===== config.mk =====
export PLATFORM = sky130hd
export DESIGN_NAME = mission_fsm
export DESIGN_NICKNAME = d
export VERILOG_FILES = /design/src/rtl/mission_fsm.sv
export SDC_FILE = /design/constraint.sdc
export NUM_CORES = 1
export LEC_CHECK = 0
export BUFFER_PORTS_ARGS = -buffer_cell sky130_fd_sc_hd__buf_2
export CAP_MARGIN = 20
export CORE_ASPECT_RATIO = 0.6
export CORE_MARGIN = 8
export CORE_UTILIZATION = 53
export CTS_BUF_LIST = sky130_fd_sc_hd__clkbuf_4 sky130_fd_sc_hd__clkbuf_8 sky130_fd_sc_hd__clkbuf_16
export DETAILED_ROUTE_END_ITERATION = 8
export PLACE_DENSITY = 0.74
export SLEW_MARGIN = 20
export SYNTH_ARGS = -nofsm -noshare
export SYNTH_HDL_FRONTEND = slang
export SYNTH_SLANG_ARGS = --single-unit

===== constraint.sdc =====
create_clock -name clk -period 2.6 [get_ports clk]
set_input_delay 0.39 -clock clk [delete_from_list [all_inputs] [get_ports clk]]
set_output_delay 0.39 -clock clk [all_outputs]
set_load 0.02 [all_outputs]

===== src/rtl/mission_fsm.sv =====
// mission_fsm: washer-robot mission controller with debounced sensors and timed phases.
// Optional feature macro CORNER_TIMEOUT_EN adds the CORNER dwell limit and timeout_flag pulse.
module mission_fsm #(
    parameter int CS_W           = 4,
    parameter int N_SENSE        = 2,
    parameter int DEBOUNCE       = 4,
    parameter int GRAB_CYC       = 1000,
    parameter int COLOR_CYC      = 500,
    parameter int DROP_CYC       = 1000,
    parameter int STALL_CYC      = 2000,
    parameter int CORNER_TIMEOUT = 100000
) (
    input  logic               clk,
    input  logic               reset,
    input  logic               irs,
    input  logic               ips,
    input  logic [CS_W-1:0]    cs,
    input  logic [N_SENSE-1:0] sense,
    input  logic               corner_found,
    output logic [2:0]         state,
    output logic               enable_searching,
    output logic               enable_corner,
    output logic               emag_on,
    output logic               hbridge_en,
    output logic [CS_W-1:0]    color_id,
    output logic [7:0]         washer_count,
    output logic               timeout_flag
);

    function automatic int max2(input int a, input int b);
        return (a > b) ? a : b;
    endfunction

    localparam int TMAX = max2(max2(max2(GRAB_CYC, COLOR_CYC), max2(DROP_CYC, STALL_CYC)),
                               CORNER_TIMEOUT);
    localparam int TW   = $clog2(TMAX) + 1;
    localparam int DW   = $clog2(DEBOUNCE) + 1;

    localparam logic [2:0] SEARCH  = 3'd0;
    localparam logic [2:0] AVOID   = 3'd1;
    localparam logic [2:0] GRAB    = 3'd2;
    localparam logic [2:0] COLOR   = 3'd3;
    localparam logic [2:0] CORNER  = 3'd4;
    localparam logic [2:0] DROP    = 3'd5;
    localparam logic [2:0] STALLED = 3'd6;

    // Filter index: 0 = irs, 1 = ips, 2 = stall (OR of all sense channels)
    logic [2:0]    raw;
    logic [2:0]    filt;
    logic [DW-1:0] db_cnt [3];

    assign raw = {|sense, ips, irs};

    always_ff @(posedge clk) begin
        if (reset) begin
            filt <= '0;
            for (int unsigned i = 0; i < 3; i++) db_cnt[i] <= '0;
        end else begin
            for (int unsigned i = 0; i < 3; i++) begin
                if (raw[i] == filt[i]) begin
                    db_cnt[i] <= '0;
                end else if (db_cnt[i] == DW'(DEBOUNCE - 1)) begin
                    filt[i]   <= raw[i];
                    db_cnt[i] <= '0;
                end else begin
                    db_cnt[i] <= db_cnt[i] + 1'b1;
                end
            end
        end
    end

    logic irs_f, ips_f, stall_f;
    assign irs_f   = filt[0];
    assign ips_f   = filt[1];
    assign stall_f = filt[2];

    logic [2:0]      ret_state;
    logic [TW-1:0]   timer;
    logic [2:0]      next_state;
    logic [2:0]      next_ret;
    logic [CS_W-1:0] next_color;
    logic [7:0]      next_count;
    logic            timeout_hit;
    logic            corner_timeout;
    logic            carrying;

`ifdef CORNER_TIMEOUT_EN
    logic [TW-1:0] corner_dwell;

    assign corner_timeout = (state == CORNER) && (corner_dwell == TW'(CORNER_TIMEOUT - 1));

    // Dwell survives AVOID/STALLED excursions; only DROP or SEARCH ends a corner attempt
    always_ff @(posedge clk) begin
        if (reset || next_state == DROP || next_state == SEARCH) corner_dwell <= '0;
        else if (state == CORNER)                              corner_dwell <= corner_dwell + 1'b1;
    end
`else
    assign corner_timeout = 1'b0;
`endif

    always_comb begin
        next_state  = state;
        next_ret    = ret_state;
        next_color  = color_id;
        next_count  = washer_count;
        timeout_hit = 1'b0;
        case (state)
            SEARCH: begin
                if (stall_f) begin
                    next_state = STALLED;
                    next_ret   = SEARCH;
                end else if (ips_f) begin
                    next_state = GRAB;
                end else if (irs_f) begin
                    next_state = AVOID;
                    next_ret   = SEARCH;
                end
            end
            AVOID: begin
                if (stall_f)     next_state = STALLED;
                else if (!irs_f) next_state = ret_state;
            end
            GRAB: begin
                if (timer == TW'(GRAB_CYC - 1)) next_state = COLOR;
            end
            COLOR: begin
                if (timer == TW'(COLOR_CYC - 1)) begin
                    if (cs != '0) begin
                        next_color = cs;
                        next_state = CORNER;
                    end else begin
                        next_state = SEARCH;
                    end
                end
            end
            CORNER: begin
                if (stall_f) begin
                    next_state = STALLED;
                    next_ret   = CORNER;
                end else if (corner_found) begin
                    next_state = DROP;
                end else if (corner_timeout) begin
                    next_state  = DROP;
                    timeout_hit = 1'b1;
                end else if (irs_f) begin
                    next_state = AVOID;
                    next_ret   = CORNER;
                end
            end
            DROP: begin
                if (timer == TW'(DROP_CYC - 1)) begin
                    next_state = SEARCH;
                    if (washer_count != 8'hFF) next_count = washer_count + 8'd1;
                end
            end
            STALLED: begin
                if (timer == TW'(STALL_CYC - 1)) next_state = ret_state;
            end
            default: next_state = SEARCH;
        endcase
    end

    // Outputs are decoded from the next state so they change on the same edge as state
    assign carrying = (next_state == GRAB) || (next_state == COLOR) || (next_state == CORNER) ||
                      (((next_state == AVOID) || (next_state == STALLED)) && (next_ret == CORNER));

    always_ff @(posedge clk) begin
        if (reset) begin
            state            <= SEARCH;
            ret_state        <= SEARCH;
            timer            <= '0;
            enable_searching <= 1'b0;
            enable_corner    <= 1'b0;
            emag_on          <= 1'b0;
            hbridge_en       <= 1'b1;
            color_id         <= '0;
            washer_count     <= '0;
            timeout_flag     <= 1'b0;
        end else begin
            state            <= next_state;
            ret_state        <= next_ret;
            timer            <= (next_state != state) ? '0 : timer + 1'b1;
            enable_searching <= (next_state == SEARCH);
            enable_corner    <= (next_state == CORNER);
            emag_on          <= carrying;
            hbridge_en       <= (next_state != STALLED);
            color_id         <= next_color;
            washer_count     <= next_count;
            timeout_flag     <= timeout_hit;
        end
    end

endmodule


# Word level (Yosys, flattened, before mapping)
# Memory sizes are Yosys's and may differ from the RTL's.
# Index checks and enable logic that the tools add are counted.
[op_classes] n_addsub=5 n_eq_ne=24 mux=64 n_bitwise=12 n_reduce_logical=15
[ops] operator="2-to-1 mux 3 bit" n=27
[ops] operator="2-to-1 mux 1 bit" n=35
[ops] operator="== test 3 x 2 -> 1 bit (second input constant)" n=7
[ops] operator="one-hot mux 3 bit (7 select lines)" n=1
[ops] operator="adder 18 x 1 -> 18 bit (second input constant)" n=1
[ops] operator="== test 18 x 10 -> 1 bit (second input constant)" n=1
[ops] operator="== test 18 x 11 -> 1 bit (second input constant)" n=1
[ops] operator="== test 18 x 9 -> 1 bit (second input constant)" n=1
[ops] operator="== test 3 bit (second input constant)" n=6
[ops] operator="adder 3 x 1 -> 3 bit (second input constant)" n=3
[ops] operator="bitwise OR 1 bit" n=9
[ops] operator="adder 8 x 1 -> 8 bit (second input constant)" n=1
[ops] operator="!= test 8 bit (second input constant)" n=1
[ops] operator="== test 3 x 1 -> 1 bit (second input constant)" n=2
[ops] operator="logical NOT 3 bit" n=2
[ops] operator="one-hot mux 3 bit (2 select lines)" n=1
[ops] operator="AND reduction 2 bit" n=3
[ops] operator="AND reduction 3 bit" n=2
[ops] operator="logical OR 1 bit" n=4
[ops] operator="nonzero test 4 bit" n=1
[ops] operator="OR reduction 2 bit" n=2
[ops] operator="== test 1 bit" n=3
[ops] operator="!= test 3 bit" n=1
[ops] operator="!= test 3 bit (second input constant)" n=1
[ops] operator="2 further kinds" n=4
[totals] reg_bits=43 ramBits=9 inputBits=11 out_inout_bits=20 wordCells=133 memories=1
[memory_table] name="db_cnt" words=3 width=3 rd=3 rd_ports_with_merged_regs=0 wr=3 line="50" rtl="logic [DW-1:0] db_cnt [3];"

# Longest topological paths before layout
[depth] word_depth=8 depth_mapped=9 mapped_depth_nobuf=7

# Worst setup path before layout
# OpenSTA, ideal clock, no wires.
[synth_timing] path_kind="reg-to-reg" from="register timer[13]" to="register emag_on" arrival_time_ns=2.453 slack_ns=0.073 stages_incl_launch_ff=8 period_less_slack_ns=2.527 cell_sequence="dfxtp_1 -> or4_1 -> or4_4 -> buf_6 -> o311ai_4 -> nand3_4 -> or4_4 -> o211ai_2"
[synth_between] elab_chain_cells=7 word_cells_on_any_way=18 cone_classes="eq/ne: 8; mux: 5; reduce/logical: 5"
[synth_rtl] item="start, declared" line="78" rtl="logic [TW-1:0] timer;"
[synth_rtl] item="start signal, assigned" line="182" rtl="timer <= (next_state != state) ? '0 : timer + 1'b1;"
[synth_rtl] item="== test 18 x 11 -> 1 bit (tied with other cells)" line="157" rtl="if (timer == TW'(STALL_CYC - 1)) next_state = ret_state;"
[synth_rtl] item="2-to-1 mux 3 bit, on equally long branches"
[synth_rtl] item="one-hot mux 3 bit (7 select lines) *" line="107" rtl="case (state)"
[synth_rtl] item="== test 3 x 2 -> 1 bit (tied with other cells)" line="164" rtl="assign carrying = (next_state == GRAB) || (next_state == COLOR) || (next_state == CORNER) ||"
[synth_rtl] item="logical OR 1 bit, on equally long branches" line="164, 165"
[synth_rtl] item="logical OR 1 bit or logical AND 1 bit (tied branches)" line="164, 165"
[synth_rtl] item="logical OR 1 bit *" line="164"
[synth_rtl] item="end signal, assigned" line="185" rtl="emag_on <= carrying;"
[synth_rtl] item="end, declared" line="23" rtl="output logic emag_on,"
# Mark *: on every way between the ends. The rest lies on a longest branch, timed or not.
# A chain may end at the register's enable or synchronous reset.

# Final worst setup path
[layout_timing] from="register timer[13]" to="register timer[4]"
[layout_between] elab_chain_cells=5 word_cells_on_any_way=10 cone_classes="eq/ne: 4; mux: 5; reduce/logical: 1"
[layout_rtl] item="== test 18 x 11 -> 1 bit (tied with other cells)" line="157"
[layout_rtl] item="2-to-1 mux 3 bit, on equally long branches"
[layout_rtl] item="one-hot mux 3 bit (7 select lines) *" line="107"
[layout_rtl] item="!= test 3 bit *" line="182"
[layout_rtl] item="OR reduction 2 bit (no source line) *"
# Marked as above.

==> results_dict.tcl <==
set metrics [dict create \
    slowest_delay_ns 0.60 \
    n_antenna_cell 0 \
    start_util 0.557 \
    synth-seq-cells 52 \
    required_ns 2.82 \
    viasPerCell 5.56 \
    clk_latency_ns 0.31 \
    crit_family "simple AND/OR/NAND/NOR gates" \
    cts_hold_buf 0 \
    post-dp-hpwl_mm 4.71 \
    maxCapViolCount 0 \
    syn_to_final_growth_pct 19.9 \
    crit_chain "or4_4 -> or4_4 -> o21ai_4 -> nand4_4 -> xor2_4 -> buf_12 -> nor4b_1" \
    syn_inst 300 \
    fill_cells 422 \
    path_buf_inv 1 \
    via_count 2325 \
    antenna_found_initial 0 \
    hp-start "cs[2]" \
    final_layout_size_suffix_gt1_frac 0.281 \
    period_share 0.984 \
    drc 0 \
    die_h_um 73.0 \
    start_kind "flop" \
    rows 20 \
    pre_cts_ws_ns -0.154 \
    hold_slack_ns 0.319 \
    synth-seq-area-share 0.394 \
    crit_arrival_ns 2.78 \
    syn_area_per_cell_um2 9.58 \
    min_period_ns 2.56 \
    worstSetupStartpoint "timer[13]" \
    ff2ff_path_depth 7 \
    dieArea_mm2 0.00811 \
    place.gp.congestion 0.825 \
    yosysTopAreaCell "dfxtp_1" \
    clock_sinks 52 \
    cellLeakagePower_nw 1.40 \
    max_freq_mhz 391 \
    critical_path_class "reg2reg" \
    wirelength_mm 6.45 \
    nNetsFinal 371 \
    reg2reg_to "timer[4]" \
    critical_path_peak_fanout 18 \
    cts_buffers 5 \
    ir_worst_vdd_mv 0.294 \
    seqPwrFrac 0.501 \
    port_buffers 29 \
    synth_enable_flop_cells 9 \
    pin_count 31 \
    netlist_area_mm2 0.00287 \
    p_sw_uw 525 \
    grt_pass1_vias 2107 \
    status "completed" \
    final_area_mm2 0.00345 \
    ant_nets 0 \
    drt-pass1-iter-count 5 \
    crit_slowest_cell "or4_4" \
    p_sw_frac 0.301 \
    setup_tns_ns 0 \
    crit_cells 7 \
    r2r_slack_ns 0.04 \
    dr.first_iter.drc_count 186 \
    die_w_um 111 \
    endpoint "timer[4]" \
    async_flop_share 0 \
    crit_top_cell "or4_4" \
    root_buffer "clkbuf_8" \
    r2r_start "timer[13]" \
    p_per_area_mw_per_mm2 506 \
    synth_ff_type "dfxtp_1" \
    cts_buffer_depth 2 \
    dpl_cell_area_mm2 0.00321 \
    synth_top_area_share 0.300 \
    htree_levels 2 \
    min_path_type "in2reg" \
    gr-usage-all-layers 0.156 \
    skew_ns 0.00868 \
    worstMarginPinSlew_ns 0.656 \
    maxSlewViolCount 0 \
    overflow 0 \
    p_comb_frac 0.215 \
    hold_violations 0 \
    rsz0062_at_grt "yes" \
    cts_tree "built" \
    ys_warn_count 0 \
    netlist_top_cells_area "dfxtp_1, edfxtp_1, nor2_1" \
    core_mm2 0.00515 \
    p_int_mw 1.22 \
    p_clk_frac 0.284 \
    relSlewSlack 0.558 \
    timing.final.ws_setup_ns 0.0428 \
    wl_per_cell_um 15.4 \
    fin_util 0.668 \
    setup_viol 0 \
    clk_pin_slew_ns 0.10 \
    grt_pass1_wl_mm 10.4 \
    grt_max_degree 21 \
    ys_types 58 \
    cp-end-kind "flop" \
]
## cells in the final DEF (no fill, tap or decap), types with 3 or more instances in the layout
cell type / count
nand2_1: 20
xor2_1: 13
nand4_1: 6
inv_1: 10
a21oi_1: 8
or4_4: 3
buf_2: 29
mux2i_1: 6
nand2b_1: 4
or3_1: 4
buf_4: 22
xnor2_1: 12
conb_1: 10
o21ai_0: 4
buf_12: 3
a211o_1: 3
nor3_1: 4
edfxtp_1: 9
and3_1: 6
dfxtp_1: 41
and2_1: 4
clkbuf_8: 6
nor4_2: 7
ha_1: 9
nand3_1: 10
nor2_1: 45
nor4b_2: 7
and4_1: 3
## per-layer routing
layer  global-route usage  part of all wire  vias up
met1                0.222              0.51     1078
met4               0.0529             0.015        0
li1                     -                 -     1159
met2                0.219              0.41       78
met3               0.0402             0.071       10
met5                    0                 0        -
## worst register-to-register path: stages (launching register included)
cell	delay, ns
dfxtp_1	0.33
or4_4	0.53
or4_4	0.60
o21ai_4	0.21
nand4_4	0.19
xor2_4	0.20
buf_12	0.17
nor4b_1	0.24
## Yosys cell counts (3+ instances only)
library cell   n
clkbuf_1      10
nor2_1        45
dfxtp_1       43
nand2_1       20
ha_1           9
or3_1          4
o21ai_0        4
buf_1          3
nor3_1         4
and4_1         3
buf_6          4
edfxtp_1       9
inv_1         10
xor2_1        13
nor4_2         9
mux2i_1        6
a21oi_1        8
a211o_1        3
xnor2_1       12
nand2b_1       4
and2_1         4
and3_1         6
nand3_1       10
nor4b_1        9
nand4_1        6
## power by group through the flow
stage          sequential (mW)  combinational (mW)  clock, mW
4_1_cts                  0.872               0.344      0.506
6_report                 0.873               0.375      0.494
5_1_grt                  0.878               0.405      0.540
3_5_place_dp             0.891               0.320          0
2_1_floorplan            0.900               0.222          0
3_3_place_gp             0.890               0.313          0
## through the flow
step                power, mW  instances
floorplan                1.12        308
global placement         1.20        408
detailed placement       1.21        408
CTS                      1.72        418
global route             1.82        418
finish                   1.74        418
## repair_timing
action | 4_1_cts | 5_1_grt
pin swaps | 1 | 6
endpoints found under the setup margin | 18 | 20
resized for setup | 0 | 16
buffers inserted | 2 | 0
cloned | 0 | 0
## how the worst min path moves through the flow
stage / slack, ns / depth (start not counted) / to
after floorplan: 0.47 / 2 / ret_state[2]
after global placement: 0.48 / 2 / color_id[2]
after detailed placement: 0.48 / 2 / color_id[1]
after CTS: 0.31 / 3 / color_id[2]
after global routing: 0.33 / 3 / color_id[2]
final: 0.32 / 3 / color_id[2]
## cell families after synthesis
group / share of synthesized area
flops: 0.394
compound gates: 0.0810
other cells: 0.00261
xor+xnor: 0.0858
mux: 0.0366
buf+inv: 0.0483
simple gates: 0.313
fa+ha+maj: 0.0392
## cell type report
class / instances / area, um^2 / share of cell area
clock buffers: 6 / 82.6 / 0.0240
clock inverters: 2 / 13.8 / 0.00399
inverters: 10 / 37.5 / 0.0109
multi-input cells: 228 / 1730 / 0.501
flip-flops and latches: 52 / 1130 / 0.329
well taps: 66 / 82.6 / 0.0240
repair buffers: 54 / 370 / 0.107
## state kept, by name (all words and copies together), names as in the netlist
signal	count
timer	18
hbridge_en	1
ret_state	3
enable_searching	1
washer_count	8
color_id	4
filt	3
db_cnt	9
emag_on	1
enable_corner	1
state	3
Note: power is estimated with default switching activity, not from simulation.
